### src/rtl/dmem_resp.sv
// ============================================================================
// dmem_resp : M-stage data-memory sequencer (align check, SRAM handshake, load extend)
// Rev 1.0
// ============================================================================
`default_nettype none

module dmem_resp #(
    parameter int GNT_TIMEOUT = 16
) (
    input  logic        clk,
    input  logic        reset,
    input  logic        ReqValidM,
    input  logic        MemWriteM,
    input  logic [2:0]  funct3M,
    input  logic [31:0] AddrM,
    input  logic [31:0] WriteDataM,
    output logic        ReqReadyM,
    output logic        StallM,
    output logic        RespValidM,
    output logic [31:0] ReadDataM,
    output logic        MisalignM,
    output logic        BusErrM,
    output logic        mem_en,
    output logic        mem_we,
    output logic [3:0]  mem_be,
    output logic [29:0] mem_addr,
    output logic [31:0] mem_wdata,
    input  logic [31:0] mem_rdata,
    input  logic        mem_gnt
);

    localparam int CNT_W = (GNT_TIMEOUT > 1) ? $clog2(GNT_TIMEOUT) : 1;

    typedef enum logic [1:0] {
        IDLE  = 2'd0,
        REQ   = 2'd1,
        RDATA = 2'd2,
        DONE  = 2'd3
    } state_t;

    state_t            state;
    state_t            state_nxt;
    logic [CNT_W-1:0]  cnt;
    logic [1:0]        addr_lo;
    logic [2:0]        funct3_q;
    logic              we_q;
    logic              illegal;
    logic              timeout;
    logic [3:0]        be_nxt;
    logic [31:0]       wdata_nxt;
    logic [7:0]        rd_byte;
    logic [15:0]       rd_half;
    logic [31:0]       load_ext;

    // Request decode on the incoming (not yet latched) request
    always_comb begin
        illegal   = 1'b1;
        be_nxt    = 4'b1111;
        wdata_nxt = WriteDataM;
        case (funct3M)
            3'b000:  illegal = 1'b0;
            3'b001:  illegal = AddrM[0];
            3'b010:  illegal = |AddrM[1:0];
            3'b100:  illegal = MemWriteM;
            3'b101:  illegal = MemWriteM | AddrM[0];
            default: illegal = 1'b1;
        endcase
        if (MemWriteM) begin
            case (funct3M[1:0])
                2'b00: begin
                    be_nxt    = 4'b0001 << AddrM[1:0];
                    wdata_nxt = {4{WriteDataM[7:0]}};
                end
                2'b01: begin
                    be_nxt    = AddrM[1] ? 4'b1100 : 4'b0011;
                    wdata_nxt = {2{WriteDataM[15:0]}};
                end
                default: ;
            endcase
        end
    end

    always_comb begin
        rd_byte = mem_rdata[7:0];
        case (addr_lo)
            2'd0: rd_byte = mem_rdata[7:0];
            2'd1: rd_byte = mem_rdata[15:8];
            2'd2: rd_byte = mem_rdata[23:16];
            2'd3: rd_byte = mem_rdata[31:24];
            default: ;
        endcase
        rd_half = addr_lo[1] ? mem_rdata[31:16] : mem_rdata[15:0];
        case (funct3_q)
            3'b000:  load_ext = {{24{rd_byte[7]}}, rd_byte};
            3'b001:  load_ext = {{16{rd_half[15]}}, rd_half};
            3'b100:  load_ext = {24'd0, rd_byte};
            3'b101:  load_ext = {16'd0, rd_half};
            default: load_ext = mem_rdata;
        endcase
    end

    assign timeout = (cnt == CNT_W'(GNT_TIMEOUT - 1));

    always_comb begin
        state_nxt = state;
        case (state)
            IDLE:    if (ReqValidM) state_nxt = illegal ? DONE : REQ;
            REQ: begin
                if (mem_gnt)      state_nxt = we_q ? DONE : RDATA;
                else if (timeout) state_nxt = DONE;
            end
            RDATA:   state_nxt = DONE;
            DONE:    state_nxt = IDLE;
            default: state_nxt = IDLE;
        endcase
    end

    always_ff @(posedge clk or negedge reset) begin
        if (!reset) state <= IDLE;
        else        state <= state_nxt;
    end

    assign ReqReadyM  = (state == IDLE);
    assign RespValidM = (state == DONE);
    assign mem_en     = (state == REQ);
    assign mem_we     = (state == REQ) & we_q;
    // Idle term is gated by reset so StallM reads 0 while reset is held
    assign StallM     = ((state == IDLE) & ReqValidM & reset) | (state == REQ) | (state == RDATA);

    always_ff @(posedge clk or negedge reset) begin
        if (!reset) begin
            cnt       <= '0;
            addr_lo   <= 2'd0;
            funct3_q  <= 3'd0;
            we_q      <= 1'b0;
            mem_be    <= 4'd0;
            mem_addr  <= 30'd0;
            mem_wdata <= 32'd0;
            ReadDataM <= 32'd0;
            MisalignM <= 1'b0;
            BusErrM   <= 1'b0;
        end else begin
            case (state)
                IDLE: if (ReqValidM) begin
                    addr_lo  <= AddrM[1:0];
                    funct3_q <= funct3M;
                    we_q     <= MemWriteM;
                    cnt      <= '0;
                    if (illegal) begin
                        MisalignM <= 1'b1;
                        BusErrM   <= 1'b0;
                    end else begin
                        mem_addr  <= AddrM[31:2];
                        mem_be    <= be_nxt;
                        mem_wdata <= wdata_nxt;
                    end
                end
                REQ: begin
                    if (mem_gnt) begin
                        if (we_q) begin
                            MisalignM <= 1'b0;
                            BusErrM   <= 1'b0;
                        end
                    end else if (timeout) begin
                        MisalignM <= 1'b0;
                        BusErrM   <= 1'b1;
                    end else begin
                        cnt <= cnt + 1'b1;
                    end
                end
                RDATA: begin
                    ReadDataM <= load_ext;
                    MisalignM <= 1'b0;
                    BusErrM   <= 1'b0;
                end
                default: ;
            endcase
        end
    end

endmodule

`default_nettype wire

### config.mk
export PLATFORM = sky130hd
export DESIGN_NAME = dmem_resp
export DESIGN_NICKNAME = d
export VERILOG_FILES = /design/src/rtl/dmem_resp.sv
export SDC_FILE = /design/constraint.sdc
export NUM_CORES = 1
export LEC_CHECK = 0
export ABC_AREA = 1
export BUFFER_PORTS_ARGS = -buffer_cell sky130_fd_sc_hd__buf_2
export CAP_MARGIN = 20
export CORE_MARGIN = 1
export CORE_UTILIZATION = 54
export CTS_CLUSTER_DIAMETER = 50
export DETAILED_ROUTE_END_ITERATION = 10
export PLACE_DENSITY_LB_ADDON = 0.3
export SYNTH_ARGS = -nofsm -noshare
export SYNTH_HDL_FRONTEND = slang
export SYNTH_SLANG_ARGS = --single-unit
### constraint.sdc
create_clock -name clk -period 4.3 [get_ports clk]
set_input_delay 0.43 -clock clk [delete_from_list [all_inputs] [get_ports clk]]
set_output_delay 0.43 -clock clk [all_outputs]
set_load 0.02 [all_outputs]
==> flow_summary_export.csv <==
group,metric,value,unit
layout,seq_area,0.00280,mm^2
route,drt-initial-drc-count,282,
sta,slew_viol_final,0,
sta,tightest_slew,0.906,ns
worst_setup_path,rr_endpoint,"mem_addr[10]$_DFFE_PN0P_",
logic_synthesis,syn_nets,845,
clock_tree,post_cts_resized,0,
worst_setup_path,path_class,"reg2out",
logic_synthesis,yosys_warnings,0,
clock_tree,cts.sinks,112,
route,detail_route.wl_per_cell,13.3,um
clock_tree,ctsHtreeMaxLevel,3,
global_route,grt_pass1_wl,23300,um
floorplanning,die_h,104,um
logic_synthesis,synth_area_per_cell,7.60,um^2
layout,area_delta_synth_final,22.9,%
worst_setup_path,cpMostUsedCell,"inv_1",
clock_tree,clk_latency,0.39,ns
place,io_buffer_count,208,
sta,hold_viol,0,
global_route,antenna_found_initial,0,
worst_setup_path,cpMaxStageDelayCell,"ha_1",
worst_setup_path,cp-start-kind,"register",
worst_setup_path,worst-path-buf-inv,3,
sta,skew,0.0133,ns
worst_setup_path,worstPathRequired,3.87,ns
clock_tree,cts_made_buffers,9,
sta,setup_viol,0,
power_and_ir_drop,power.density,770,mW/mm^2
global_route,overflow,0,
sta,fin_hold_ws,0.222,ns
worst_setup_path,cp_data_arrival_time,2.54,ns
logic_synthesis,synth_seq_cells,112,
clock_tree,clockRootBuffer,"clkbuf_8",
worst_setup_path,critPathMaxFanout,26,
min_path,hold_path_class,"in2reg",
clock_tree,cts_setup_buffers,0,
route,detail-route-antenna-nets,0,
place,place_congestion,0.816,
flow_run,drv_cap,0,
sta,tns,0,ns
clock_tree,cts_tree,"built",
worst_setup_path,cp_top_family,"buffers and inverters",
route,routed_wl,14200,um
logic_synthesis,yosysUniqueCellTypes,30,
sta,period_minus_slack,2.97,ns
global_route,grt_max_degree,86,
floorplanning,num_rows,36,
sta,final.setup.worst_slack,1.33,ns
layout,final_cell_area,0.00688,mm^2
route,post-route-drc-count,0,
clock_tree,clk_path_buf_depth,2,
floorplanning,dieArea,0.0108,mm^2
layout,drive_above_1_share,0.292,
worst_setup_path,r2r_cells,8,
global_route,grt_pass1_vias,4992,
route,drt-pass1-iter-count,5,
sta,max_freq,337,MHz
floorplanning,initial_utilization,0.565,
logic_synthesis,syn_inst,736,
floorplanning,die_w,104,um
place,dpl_cell_area,0.00661,mm^2
layout,multiInputGateArea,0.00231,mm^2
worst_setup_path,path_cells,"inv_1 -> ha_1 -> inv_1 -> nand3_1 -> buf_2",
layout,final.fill_count,860,
global_route,grt_usage,0.267,
power_and_ir_drop,power_leakage,4.05,nW
floorplanning,core_area,0.00991,mm^2
sta,period_share,0.691,
power_and_ir_drop,power,5.29,mW
power_and_ir_drop,peakVddDrop,0.401,mV
status,status,"completed",
clock_tree,clk_pin_slew,0.13,ns
worst_setup_path,cp-startpoint,"state[0]$_DFFE_PN0P_",
min_path,hold_depth,3,
worst_setup_path,slowest_delay,0.71,ns
route,via_per_inst,4.99,
sta,rsz0062_at_grt,"false",
worst_setup_path,r2r-start,"state[0]$_DFFE_PN0P_",
route,dr_total_vias,5309,
logic_synthesis,seq_area_frac_synth,0.501,
logic_synthesis,synthesis.area,0.00560,mm^2
layout,antennaDiodeCount,0,
place,hpwl,9930,um
worst_setup_path,crit_path_end_kind,"output pin",
min_path,whs_endpoint,"mem_addr[3]$_DFFE_PN0P_",
floorplanning,io_pins,209,
layout,final_nets,1035,
place,place_ws,1.44,ns
worst_setup_path,r2r_slack,1.39,ns
min_path,min_from,"AddrM[5]",
sta,max_slew_margin,0.396,
-- flip-flops by register name, indices dropped and copies added (netlist names) --
signal	flops
ReadDataM	32
addr_lo	2
mem_wdata	32
we_q	1
state	2
mem_addr	30
mem_be	4
MisalignM	1
funct3_q	3
cnt	4
BusErrM	1
-- layout by cell type, fill, tap and decap left out, drive strengths merged --
| cell | netlist | layout |
|---|---|---|
| nand2 | 339 | 339 |
| buf | 23 | 212 |
| bufinv | 0 | 1 |
| mux2 | 1 | 1 |
| o22ai | 1 | 1 |
| or2 | 16 | 16 |
| dlygate4sd3 | 0 | 1 |
| inv | 69 | 74 |
| o21ai | 60 | 60 |
| dfrtp | 112 | 112 |
| xor2 | 1 | 1 |
| clkbuf | 11 | 9 |
| ha | 5 | 5 |
| nor3 | 1 | 1 |
| o21bai | 1 | 1 |
| clkinv | 1 | 2 |
| nor2 | 11 | 11 |
| nand3 | 43 | 43 |
| xnor2 | 1 | 1 |
| a21oi | 40 | 40 |
-- power breakdown --
part	switching [mW]	total [mW]	internal, mW
Clock	0.420	0.717	0.297
Combinational	1.76	2.69	0.925
Sequential	0.323	1.89	1.57
-- worst register-to-register path: stages, from the launching register on --
cell     delay [ns]
dfrtp_1        0.43
inv_1          0.13
ha_1           0.28
inv_2          0.08
a21oi_2        0.17
nand3_4        0.67
inv_4          0.84
nand2_1        0.14
nand2_1        0.10
-- stage by stage --
step	instances	util
6_report	1064	0.694
4_1_cts	1063	0.691
3_5_place_dp	1046	0.667
2_1_floorplan	736	-
5_1_grt	1064	0.694
3_3_place_gp	1046	0.667
-- area by class of cell --
cell class,count,area share
timing repair buffer,213,0.160
sequential,112,0.407
multi-input combinational,520,0.336
clock buffer,9,0.0180
tap,133,0.0242
clock inverter,7,0.0153
inverter,70,0.0389
-- cells by family after synthesis --
family	after synthesis	synth area share
simple gates	410	0.303
flops	112	0.501
buf+inv	104	0.0865
compound gates	102	0.0932
fa+ha+maj	5	0.0112
xor+xnor	2	0.00313
mux	1	0.00201
-- Yosys cell counts, drive strengths merged --
| cell | instances | area (um^2) |
|---|---|---|
| ha | 5 | 62.6 |
| nor2 | 11 | 46.3 |
| clkinv | 1 | 3.75 |
| mux2 | 1 | 11.3 |
| nand3 | 43 | 233 |
| xnor2 | 1 | 8.76 |
| dfrtp | 112 | 2800 |
| inv | 69 | 264 |
| a21oi | 40 | 208 |
| nand2 | 339 | 1310 |
| buf | 23 | 175 |
| o21bai | 1 | 7.51 |
| xor2 | 1 | 8.76 |
| nor3 | 1 | 5.00 |
| or2 | 16 | 100 |
| o22ai | 1 | 6.26 |
| clkbuf | 11 | 41.3 |
| o21ai | 60 | 300 |
-- how the worst max path moves through the flow --
stage	endpoint	slack, ns	depth (start not counted)
floorplan	mem_wdata[12]$_DFFE_PN0P_	2.58	9
global placement	mem_addr[1]$_DFFE_PN0P_	1.53	8
detailed placement	mem_addr[10]$_DFFE_PN0P_	1.44	8
CTS	StallM	1.30	5
global route	StallM	1.14	5
finish	StallM	1.33	5
-- timing repair --
action	CTS	global route
endpoints found under the setup margin	0	0
hold endpoints to repair	27	0
hold buffers	1	0
-- per-layer routing --
| metal | GRT usage | share of wire | vias to the layer above | routed length [um] |
|---|---|---|---|---|
| met5 | 0 | 0 | - | 0 |
| met4 | 0.0918 | 0.022 | 0 | 306 |
| met3 | 0.0642 | 0.074 | 30 | 1050 |
| met2 | 0.435 | 0.48 | 203 | 6750 |
| met1 | 0.348 | 0.43 | 2423 | 6080 |
| li1 | - | - | 2653 | - |
No activity file was read; power rests on OpenSTA's default activity.
